<file path="config.mk">
export PLATFORM = sky130hd
export DESIGN_NAME = urish_256_bits_dff_mem
export DESIGN_NICKNAME = d
export VERILOG_FILES = /design/src/rtl/urish_256_bits_dff_mem.sv
export SDC_FILE = /design/constraint.sdc
export NUM_CORES = 1
export LEC_CHECK = 0
export BUFFER_PORTS_ARGS = -buffer_cell sky130_fd_sc_hd__buf_2
export CORE_MARGIN = 2
export CORE_UTILIZATION = 60
export DETAILED_ROUTE_END_ITERATION = 6
export MAX_ROUTING_LAYER = met4
export PLACE_DENSITY = 0.79
export SYNTH_ARGS = -nofsm -noshare
export SYNTH_HDL_FRONTEND = slang
export SYNTH_SLANG_ARGS = --single-unit
</file>
<file path="constraint.sdc">
create_clock -name clk -period 4.5 [get_ports clk]
set_input_delay 0.225 -clock clk [delete_from_list [all_inputs] [get_ports clk]]
set_output_delay 0.225 -clock clk [all_outputs]
set_load 0.01 [all_outputs]
</file>
<file path="src/rtl/urish_256_bits_dff_mem.sv">
// ---------------------------------------------------------------------------
// urish_256_bits_dff_mem
// 32 x 8 flip-flop RAM behind the TinyTapeout user-project pin interface.
// Single port, synchronous write, registered read (1-cycle latency).
//
// Ports:
//   clk      - single clock, rising edge
//   rst_n    - synchronous active-low reset (clears memory and read register)
//   ena      - design selected; writes are blocked while low
//   ui_in    - [4:0] address, [6:5] ignored, [7] write enable
//   uio_in   - write data
//   uo_out   - registered read data
//   uio_out  - tied 8'h00
//   uio_oe   - tied 8'h00 (all bidir pins are inputs)
//   VPWR/VGND- power pins, present only when USE_POWER_PINS is defined
//
// Build option:
//   WRITE_THROUGH_EN - when defined, a write cycle forwards uio_in to uo_out;
//                      otherwise uo_out returns the old byte (read-before-write).
// ---------------------------------------------------------------------------
module urish_256_bits_dff_mem (
`ifdef USE_POWER_PINS
  inout  wire        VPWR,
  inout  wire        VGND,
`endif
  input  logic       clk,
  input  logic       rst_n,
  input  logic       ena,
  input  logic [7:0] ui_in,
  input  logic [7:0] uio_in,
  output logic [7:0] uo_out,
  output logic [7:0] uio_out,
  output logic [7:0] uio_oe
);

  localparam int unsigned ADDR_W = 5;
  localparam int unsigned DATA_W = 8;
  localparam int unsigned DEPTH  = 1 << ADDR_W;

  // Field view of the dedicated input pads
  typedef struct packed {
    logic              we;
    logic [1:0]        rsvd;
    logic [ADDR_W-1:0] addr;
  } ui_ctrl_t;

  ui_ctrl_t          ctrl_c;
  logic              wr_en_c;
  logic [DATA_W-1:0] rd_next_c;

  logic [DATA_W-1:0] mem [DEPTH];
  logic [DATA_W-1:0] rd_q;

  // Address bits [6:5] are deliberately ignored; consume them here
  logic unused_rsvd;
  assign unused_rsvd = ^ctrl_c.rsvd;

  // Decode pads and qualify the write with ena
  always_comb begin
    ctrl_c  = ui_ctrl_t'(ui_in);
    wr_en_c = ena & ctrl_c.we;
  end

  // Next read value: old contents, or forwarded write data when enabled
  always_comb begin
    rd_next_c = mem[ctrl_c.addr];
`ifdef WRITE_THROUGH_EN
    if (wr_en_c) begin
      rd_next_c = uio_in;
    end
`endif
  end

  // Storage and read register; reset wins over a same-cycle write
  always_ff @(posedge clk) begin
    if (!rst_n) begin
      for (int i = 0; i < int'(DEPTH); i++) begin
        mem[i] <= '0;
      end
      rd_q <= '0;
    end else begin
      if (wr_en_c) begin
        mem[ctrl_c.addr] <= uio_in;
      end
      rd_q <= rd_next_c;
    end
  end

  assign uo_out  = rd_q;
  assign uio_out = 8'h00;
  assign uio_oe  = 8'h00;

endmodule

</file>
# == After elaboration in Yosys (flattened, before gate mapping) ==
# Memory sizes are Yosys's and may differ from the RTL's. A register that Yosys moved wholly into a read port is not among the register bits.
# Index checks and enable logic that the tools add are counted.
# op_classes
n_addsub,0
n_mul,0
div,0
magnitude_cmp,0
n_eq_ne,0
n_shift,0
muxes,7
n_bitwise,1
reduce_logical,2
# ops
operator,n
two-way mux 8 bit,1
OR reduction 8 bit,1
two-way mux 1 bit,5
two-way mux 5 bit,1
bitwise AND 1 bit,1
zero test 1 bit,1
# totals
ff_bits,0
latch_bits,0
mem_bits_rw,256
romBits,0
in_bits,19
out_inout_bits,24
elab_cells,11
memories,1
# mem_list
memory,depth,width,rd,rd_clocked_by_memory_dff,wr,line,rtl
mem,32,8,1,1,32,51,logic [DATA_W-1:0] mem [DEPTH];

# == Logic depth before layout (Yosys ltp) ==
# Gate-level depths: netlist of the first run.
# logic_depth
word_depth,6
depth_mapped,7
depth_no_buf,4

# == Least setup slack after synthesis of the first run ==
# No wires, ideal clock.
# synth_path
kind,input port to flip-flop
start,input port ui_in[0]
end,"memory mem[12][0], enable pin"
setup_time_ps,384
arrival_time_ps,1742
required_ps,4116
slack_ps,2374
cell_stages,5
path_buffers,3
path_cell_list,clkbuf_1 or3b_1 buf_2 buf_4 o21ai_0
# synth_lines
item,line,rtl
"start, declared",29,"input logic [7:0] ui_in,"
"end, declared",51,

==> results.sh, run 1 <==
export IMPL_yosysTopAreaCell="edfxtp_1"
export IMPL_die_h_um=147
export IMPL_holdBufCountCts=0
export IMPL_cts_tree="built"
export IMPL_setup_slack_ps=1980
export IMPL_die_area_mm2=0.0216
export IMPL_critPathCaptureType="flip-flop"
export IMPL_synth_async_reset_ratio=0
export IMPL_rsz0062_at_grt="false"
export IMPL_hold_viol_final=0
export IMPL_cts_buffer_depth=3
export IMPL_layout_min_cycle_time_ps=2520
export IMPL_ys_seq_area_frac=0.639
export IMPL_htreeDepth=1
export IMPL_clock_latency_ps=530
export IMPL_dp_cells=1167
export IMPL_drtPass1Iterations=5
export IMPL_port_buffers=24
export IMPL_yosys_warnings=0
export IMPL_critPathLaunchType="primary input"
export IMPL_cts_sinks=264
export IMPL_diodes=0
export IMPL_synthFlopType="edfxtp_1"
export IMPL_final_setup_viol_count=0
export IMPL_worstHoldPathType="primary input to flip-flop"
export IMPL_max_freq_mhz=397
export IMPL_dp_hpwl_mm=17.4
export IMPL_netlist_instances=917
export IMPL_layout_cells_non_filler=1211
export IMPL_post_cts_buffers=0
export IMPL_ir_drop_mv=0.263
export IMPL_finish_instance_area_mm2=0.0134
export IMPL_ant_nets=0
export IMPL_r2r_start="mem[11][1]"
export IMPL_drive_above_1_share=0.0978
export IMPL_syn_to_final_growth_pct=9.37
export IMPL_vias=7320
export IMPL_place_area_mm2=0.0126
export IMPL_cts_root_buffer="clkbuf_16"
export IMPL_total_power_mw=5.42
export IMPL_gp_congestion=0.868
export IMPL_critPathMaxFanout=41
export IMPL_grt_max_degree=57
export IMPL_critPathMaxStageDelay_ps=860
export IMPL_nNetsFinal=944
export IMPL_crit_arrival_ps=2710
export IMPL_rows=52
export IMPL_finClkSkew_ps=12.9
export IMPL_min_period_over_period=0.560
export IMPL_clk_pin_slew_ps=60
export IMPL_final_setup_tns_ps=0
export IMPL_antenna_found_initial=0
export IMPL_cp_cell_sequence="buf_6, nand3_1, nor3_1, nand2b_1"
export IMPL_required_ps=4690
export IMPL_power_per_cell_area_mw_per_mm2=403
export IMPL_p_leak_nw=4.99
export IMPL_synth_avg_cell_area_um2=13.4
export IMPL_hold_start="rst_n"
export IMPL_ios=43
export IMPL_status="complete, no violations"
export IMPL_route_final_wire_length_mm=27.6
export IMPL_synth_common_cells="and2_1, edfxtp_1, mux2i_1"
export IMPL_slew_headroom=0.168
export IMPL_dp_slack_ps=1510
export IMPL_maxCapViolations=0
export IMPL_synth_top_area_share=0.625
export IMPL_drt_iter0_drc=711
export IMPL_synth_cell_types=31
export IMPL_wl_per_cell_um=22.8
export IMPL_cts_buffers=26
export IMPL_start_util=0.609
export IMPL_tightest_slew_ps=1230
export IMPL_grt_usage=0.265
export IMPL_grt_first_pass_wirelength_mm=42.0
export IMPL_holdWs_ps=301
export IMPL_cp_startpoint="ui_in[1]"
export IMPL_slew_viol_final=0
export IMPL_ys_ff_latch=264
export IMPL_via_per_inst=6.04
export IMPL_die_w_um=147
export IMPL_cts_resized=0
export IMPL_syn_area_mm2=0.0123
export IMPL_critPathKind="primary input to flip-flop"
export IMPL_drc=0
export IMPL_final_util=0.666
export IMPL_grt_remaining_overflow=0
export IMPL_first_global_vias=7142
export IMPL_core_mm2=0.0202
export IMPL_crit_path_top_delay_cell="nor3_1"
export IMPL_synth_edf_count=256
export IMPL_synthTopCellsByArea="edfxtp_1, and2_1, mux2i_1, o22ai_1, dfxtp_1"
-- routing by layer --
metal / vias up / share of wire / wire (µm) / GRT usage
met5: - / 0 / 0 / -
met4: 0 / 0.033 / 920 / 0.0909
met3: 55 / 0.086 / 2360 / 0.0425
met2: 328 / 0.47 / 13000 / 0.406
met1: 3602 / 0.41 / 11300 / 0.367
li1: 3335 / - / - / -
-- logic make-up after synthesis --
group / Yosys count / synth area share
buffers and inverters: 86 / 0.0344
and+or+nand+nor: 338 / 0.174
DFF: 264 / 0.639
AOI/OAI and AO/OA: 100 / 0.0489
muxes: 128 / 0.104
other: 1 / 0.000305
-- registers in the layout, summed over array words and instances (netlist names) --
| register | count |
|---|---|
| mem | 256 |
| uo_out | 8 |
-- critical path, delay by kind of cell --
| kind | cells | cell delay, ps |
|---|---|---|
| buf+inv | 1 | 370 |
| simple gates | 3 | 2070 |
-- where the power goes --
| group | internal, mW | switching, mW |
|---|---|---|
| Sequential | 2.82 | 0.0395 |
| Combinational | 0.115 | 0.244 |
| Clock | 1.30 | 0.895 |
-- layout by cell type, fill, tap and decap left out, drive strengths merged --
| cell type | netlist | routed |
|---|---|---|
| nor4 | 16 | 16 |
| edfxtp | 256 | 256 |
| nand3b | 4 | 4 |
| a21boi | 8 | 8 |
| and2 | 256 | 256 |
| conb | 1 | 16 |
| or4b | 4 | 4 |
| nand3 | 2 | 2 |
| nor2 | 29 | 29 |
| bufinv | 0 | 4 |
| nand4 | 1 | 1 |
| nand2 | 2 | 2 |
| or3 | 1 | 1 |
| buf | 44 | 51 |
| or3b | 3 | 3 |
| nand4b | 4 | 4 |
| o21ai | 28 | 28 |
| and3 | 1 | 1 |
| o22ai | 64 | 64 |
| nand2b | 4 | 4 |
| mux2i | 128 | 128 |
| clkinv | 0 | 13 |
| nand4bb | 6 | 6 |
| clkbuf | 42 | 27 |
| or4 | 1 | 1 |
| nor3 | 4 | 4 |
| dfxtp | 8 | 8 |
-- area by class of cell --
type	count	area, µm²
sequential	264	7850
fill	1413	6730
multi-input combinational	582	4080
clock buffer	27	676
tap	270	338
timing repair buffer	51	329
clock inverter	17	175
-- worst paths after layout --
path / to / slack, ps / cells after the start
setup / recovery: mem[27][5] / 1980 / 4
hold / removal: uo_out[3] / 300 / 3
setup reg to reg: uo_out[1] / 2810 / 4
hold reg to reg: uo_out[5] / 750 / 4
(Power assumes the default switching activity.)
==> run 2: changes to the inputs <==
- clock period: 4.5 -> 2.45 ns (I/O delays scaled with it)
==> run 2 against run 1 <==
Effect of this change:
- cell area grew 1.6%
- die area did not move
- sequential share of layout area is 0.95 points lower
- cell count increased by 2.2%
- worst setup slack lost 1100 ps
- clock skew increased by 5.1 ps
- via count up 0.72%
- register-to-register slack worse by 1800 ps
- wire length shrank 0.60%
- combinational power rose by 96%
- sequential power is 84% higher
- worst hold slack got worse by 83 ps
- largest cell class unchanged
==> results.sh, run 2 (synthesis gave the netlist of run 1 again) <==
export IMPL_p_leak_nw=5.11
export IMPL_holdBufCountCts=0
export IMPL_cts_buffer_depth=3
export IMPL_die_h_um=147
export IMPL_fillers=1393
export IMPL_maxCapViolations=0
export IMPL_grt_remaining_overflow=0
export IMPL_rows=52
export IMPL_drt_iter0_drc=808
export IMPL_required_ps=2860
export IMPL_diodes=0
export IMPL_cts_buffers=26
export IMPL_finClkSkew_ps=18.0
export IMPL_cp_startpoint="ui_in[1]"
export IMPL_max_freq_mhz=640
export IMPL_syn_to_final_growth_pct=11.2
export IMPL_ios=43
export IMPL_vias=7373
export IMPL_die_w_um=147
export IMPL_gp_congestion=0.861
export IMPL_cts_tree="built"
export IMPL_layout_min_cycle_time_ps=1560
export IMPL_multi_input_area_mm2=0.00408
export IMPL_dp_cells=1190
export IMPL_grt_util_met2=0.436
export IMPL_clock_latency_ps=530
export IMPL_slew_headroom=0.503
export IMPL_clk_pin_slew_ps=60
export IMPL_hold_viol_final=0
export IMPL_critPathCaptureType="flip-flop"
export IMPL_regArea_mm2=0.00785
export IMPL_hold_start="rst_n"
export IMPL_via_per_inst=5.96
export IMPL_die_area_mm2=0.0216
export IMPL_cts_root_buffer="clkbuf_16"
export IMPL_total_power_mw=10.0
export IMPL_ir_drop_mv=0.452
export IMPL_drc=0
export IMPL_top_usage_layer="met2"
export IMPL_critPathLaunchType="primary input"
export IMPL_cts_sinks=264
export IMPL_crit_arrival_ps=1970
export IMPL_drive_above_1_share=0.118
export IMPL_grt_max_degree=46
export IMPL_htreeDepth=1
export IMPL_wl_per_cell_um=22.2
export IMPL_cts_resized=0
export IMPL_tightest_slew_ps=746
export IMPL_grt_first_pass_wirelength_mm=41.3
export IMPL_met1_usage=0.348
export IMPL_final_setup_viol_count=0
export IMPL_layout_cells_non_filler=1238
export IMPL_drtPass1Iterations=5
export IMPL_slew_viol_final=0
export IMPL_r2r_start="mem[11][0]"
export IMPL_grt_usage=0.263
export IMPL_top_register="mem"
export IMPL_post_cts_buffers=0
export IMPL_dp_hpwl_mm=17.0
export IMPL_ant_nets=0
export IMPL_critPathKind="primary input to flip-flop"
export IMPL_nNetsFinal=967
export IMPL_antenna_found_initial=0
export IMPL_start_util=0.609
export IMPL_power_per_cell_area_mw_per_mm2=732
export IMPL_port_buffers=24
export IMPL_status="complete, no violations"
export IMPL_final_util=0.677
export IMPL_core_mm2=0.0202
export IMPL_largest_reg_flops=256
export IMPL_first_global_vias=7300
export IMPL_rsz0062_at_grt="false"
export IMPL_mostFrequentLayoutCells="and2_1, edfxtp_1, mux2i_1"
export IMPL_route_final_wire_length_mm=27.4
export IMPL_holdWs_ps=218
export IMPL_worstHoldPathType="primary input to flip-flop"
export IMPL_final_setup_tns_ps=0
export IMPL_use_met3=0.0301
export IMPL_critPathMaxFanout=45
export IMPL_min_period_over_period=0.638
==> run 2: cell count changes in the layout (fill, tap and decap cells not counted), sizes merged <==
cell    previous run  this run
buf               51        74
clkbuf            27        33
clkinv            13        10
inv                0         1
==> run 2: critical path: stages <==
cell      delay (ps)
buf_6            420
buf_4            340
buf_4            190
mux2i_1          230
o22ai_1          160
nor4_1           330
a21boi_1         130
==> run 2: through the flow <==
step	setup WS (ps)	area, µm²
4_1_cts	966	13700
2_1_floorplan	426	12300
3_3_place_gp	473	12800
6_report	887	13700
5_1_grt	793	13700
3_5_place_dp	478	12800
==> run 2: power by group <==
| part | switching (mW) | total, mW | internal [mW] |
|---|---|---|---|
| Combinational | 0.461 | 0.702 | 0.241 |
| Sequential | 0.0675 | 5.25 | 5.18 |
| Clock | 1.61 | 4.05 | 2.44 |
==> run 2: path summary, 6_finish.rpt <==
check	end	slack [ps]	cells past startpoint
setup / recovery	uo_out[2]	890	7
setup reg to reg	uo_out[0]	1030	5
hold reg to reg	uo_out[7]	750	4
hold / removal	uo_out[6]	220	3
==> run 2: layout make-up <==
class / count / share of cell area
clock buffers: 33 / 0.0511
repair buffers: 74 / 0.0386
well taps: 270 / 0.0247
clock inverters: 15 / 0.0129
multi-input cells: 582 / 0.298
flip-flops and latches: 264 / 0.574
==> run 2: per-layer routing <==
metal  vias up  routed length [µm]
met1      3638               11000
li1       3389                   -
met2       291               13800
met3        55                1910
met5         -                   0
met4         0                 742
==> run 3: changes to the inputs <==
- clock period: 2.45 -> 1.48 ns (I/O delays scaled with it)
==> run 3 against run 2 <==
Effect of this change:
- first-iteration DRC count up 3.3%
- register-to-register slack worse by 1000 ps
- non-clock buffer count increased by 88
- utilization increased by 4.7 points
- combinational power up 97%
- global-route usage increased by 1.8 points
- sequential cell count unchanged
- critical path type is now flip-flop to flip-flop
- sequential power is 66% higher
==> results.sh, run 3 (synthesis gave the netlist of run 1 again) <==
export IMPL_status="complete, no violations"
export IMPL_holdBufCountCts=0
export IMPL_dp_hpwl_mm=19.1
export IMPL_cts_buffer_depth=3
export IMPL_rows=52
export IMPL_crit_arrival_ps=1860
export IMPL_power_per_cell_area_mw_per_mm2=1120
export IMPL_critPathLaunchType="flip-flop"
export IMPL_intPower_mw=12.8
export IMPL_switchingPower_mw=3.58
export IMPL_ir_drop_mv=0.845
export IMPL_rsz0062_at_grt="false"
export IMPL_combPwrFrac=0.084
export IMPL_drt_iter0_drc=835
export IMPL_ant_nets=0
export IMPL_clock_latency_ps=530
export IMPL_vias=7709
export IMPL_power_frac_seq=0.533
export IMPL_tightest_slew_ps=693
export IMPL_cts_buffers=26
export IMPL_max_freq_mhz=688
export IMPL_via_per_inst=5.83
export IMPL_wl_per_cell_um=21.7
export IMPL_drtPass1Iterations=5
export IMPL_grt_remaining_overflow=0
export IMPL_port_buffers=24
export IMPL_clkPwrFrac=0.383
export IMPL_p_leak_nw=5.60
export IMPL_die_area_mm2=0.0216
export IMPL_post_cts_buffers=0
export IMPL_slew_viol_final=0
export IMPL_hold_end="mem[20][5]"
export IMPL_slew_headroom=0.538
export IMPL_cts_tree="built"
export IMPL_grt_usage=0.281
export IMPL_r2r_end="uo_out[3]"
export IMPL_worstHoldPathType="primary input to flip-flop"
export IMPL_hold_viol_final=0
export IMPL_route_final_wire_length_mm=28.8
export IMPL_finClkSkew_ps=9.76
export IMPL_final_util=0.725
export IMPL_drc=0
export IMPL_syn_to_final_growth_pct=18.9
export IMPL_core_mm2=0.0202
export IMPL_top_register="mem"
export IMPL_grt_max_degree=41
export IMPL_mostFrequentLayoutCells="and2_1, edfxtp_1, mux2i_1"
export IMPL_r2r_start="mem[30][3]"
export IMPL_r2r_setup_slack_ps=30
export IMPL_final_setup_viol_count=0
export IMPL_min_period_over_period=0.982
export IMPL_nNetsFinal=1055
export IMPL_maxCapViolations=0
export IMPL_rr_worst_depth=4
export IMPL_first_global_vias=7649
export IMPL_fillers=1283
export IMPL_total_power_mw=16.4
export IMPL_ios=43
export IMPL_clk_pin_slew_ps=60
export IMPL_htreeDepth=1
export IMPL_critPathCaptureType="flip-flop"
export IMPL_start_util=0.609
export IMPL_die_w_um=147
export IMPL_cts_root_buffer="clkbuf_16"
export IMPL_grt_first_pass_wirelength_mm=44.4
export IMPL_cts_sinks=264
export IMPL_layout_min_cycle_time_ps=1450
export IMPL_critPathKind="flip-flop to flip-flop"
export IMPL_sw_frac_of_total=0.219
export IMPL_drive_above_1_share=0.216
export IMPL_hold_start="uio_in[5]"
export IMPL_gp_congestion=0.885
export IMPL_antenna_found_initial=0
export IMPL_die_h_um=147
export IMPL_worstHoldPathCells=3
export IMPL_required_ps=1890
export IMPL_largest_reg_flops=256
export IMPL_critPathMaxFanout=1
## run 3: metrics by stage
| step | instances | area (µm²) | hold WS, ps | TNS, ps | setup WS, ps |
|---|---|---|---|---|---|
| after floorplan | 932 | 12500 | 272 | -11120 | -108 |
| final | 1323 | 14600 | 83.4 | 0 | 26.5 |
| after global placement | 1278 | 13800 | 493 | -25780 | -432 |
| after detailed placement | 1278 | 13800 | 491 | -34370 | -441 |
| after global routing | 1322 | 14600 | 99.7 | 0 | 1.79 |
| after CTS | 1322 | 14600 | 78.0 | 0 | 5.63 |
## run 3: critical path, cell delays in order (launching register included)
cell,delay (ps)
edfxtp_1,360
mux2i_1,230
o22ai_1,190
nor4_2,420
a21boi_1,130
## run 3: routing by layer
metal | global-route usage | share of wire | vias up
li1 | - | - | 3572
met1 | 0.381 | 0.42 | 3774
met2 | 0.445 | 0.48 | 312
met3 | 0.0413 | 0.079 | 51
met4 | 0.0889 | 0.020 | 0
met5 | - | 0 | -
## run 3: repair_timing
action / CTS / global route
pin swaps: 0 / 2
setup endpoints to repair: 4 / 4
gates resized for setup: 4 / 4
## run 3: final cells by class
class	count	area [µm²]	area share
clock inverters	11	97.6	0.00668
well taps	270	338	0.0231
multi-input cells	582	4240	0.290
clock buffers	33	698	0.0478
diodes	1	2.50	0.000171
flip-flops and latches	264	7850	0.537
repair buffers	162	1390	0.0949
## run 3: power groups by stage
stage / combinational [mW] / sequential (mW) / clock, mW
3_3_place_gp: 1.33 / 8.86 / 0
4_1_cts: 1.36 / 8.72 / 6.30
5_1_grt: 1.46 / 8.75 / 6.59
6_report: 1.38 / 8.72 / 6.27
3_5_place_dp: 1.35 / 8.87 / 0
2_1_floorplan: 0.753 / 8.82 / 0
## run 3: how the worst max path moves through the flow
stage	startpoint	slack, ps	endpoint
finish	mem[30][3]	30	uo_out[3]
floorplan	ui_in[3]	-110	mem[9][0]
CTS	mem[11][1]	6	uo_out[1]
detailed placement	ui_in[1]	-440	uo_out[2]
global placement	ui_in[1]	-430	uo_out[2]
global route	mem[13][2]	2	uo_out[2]
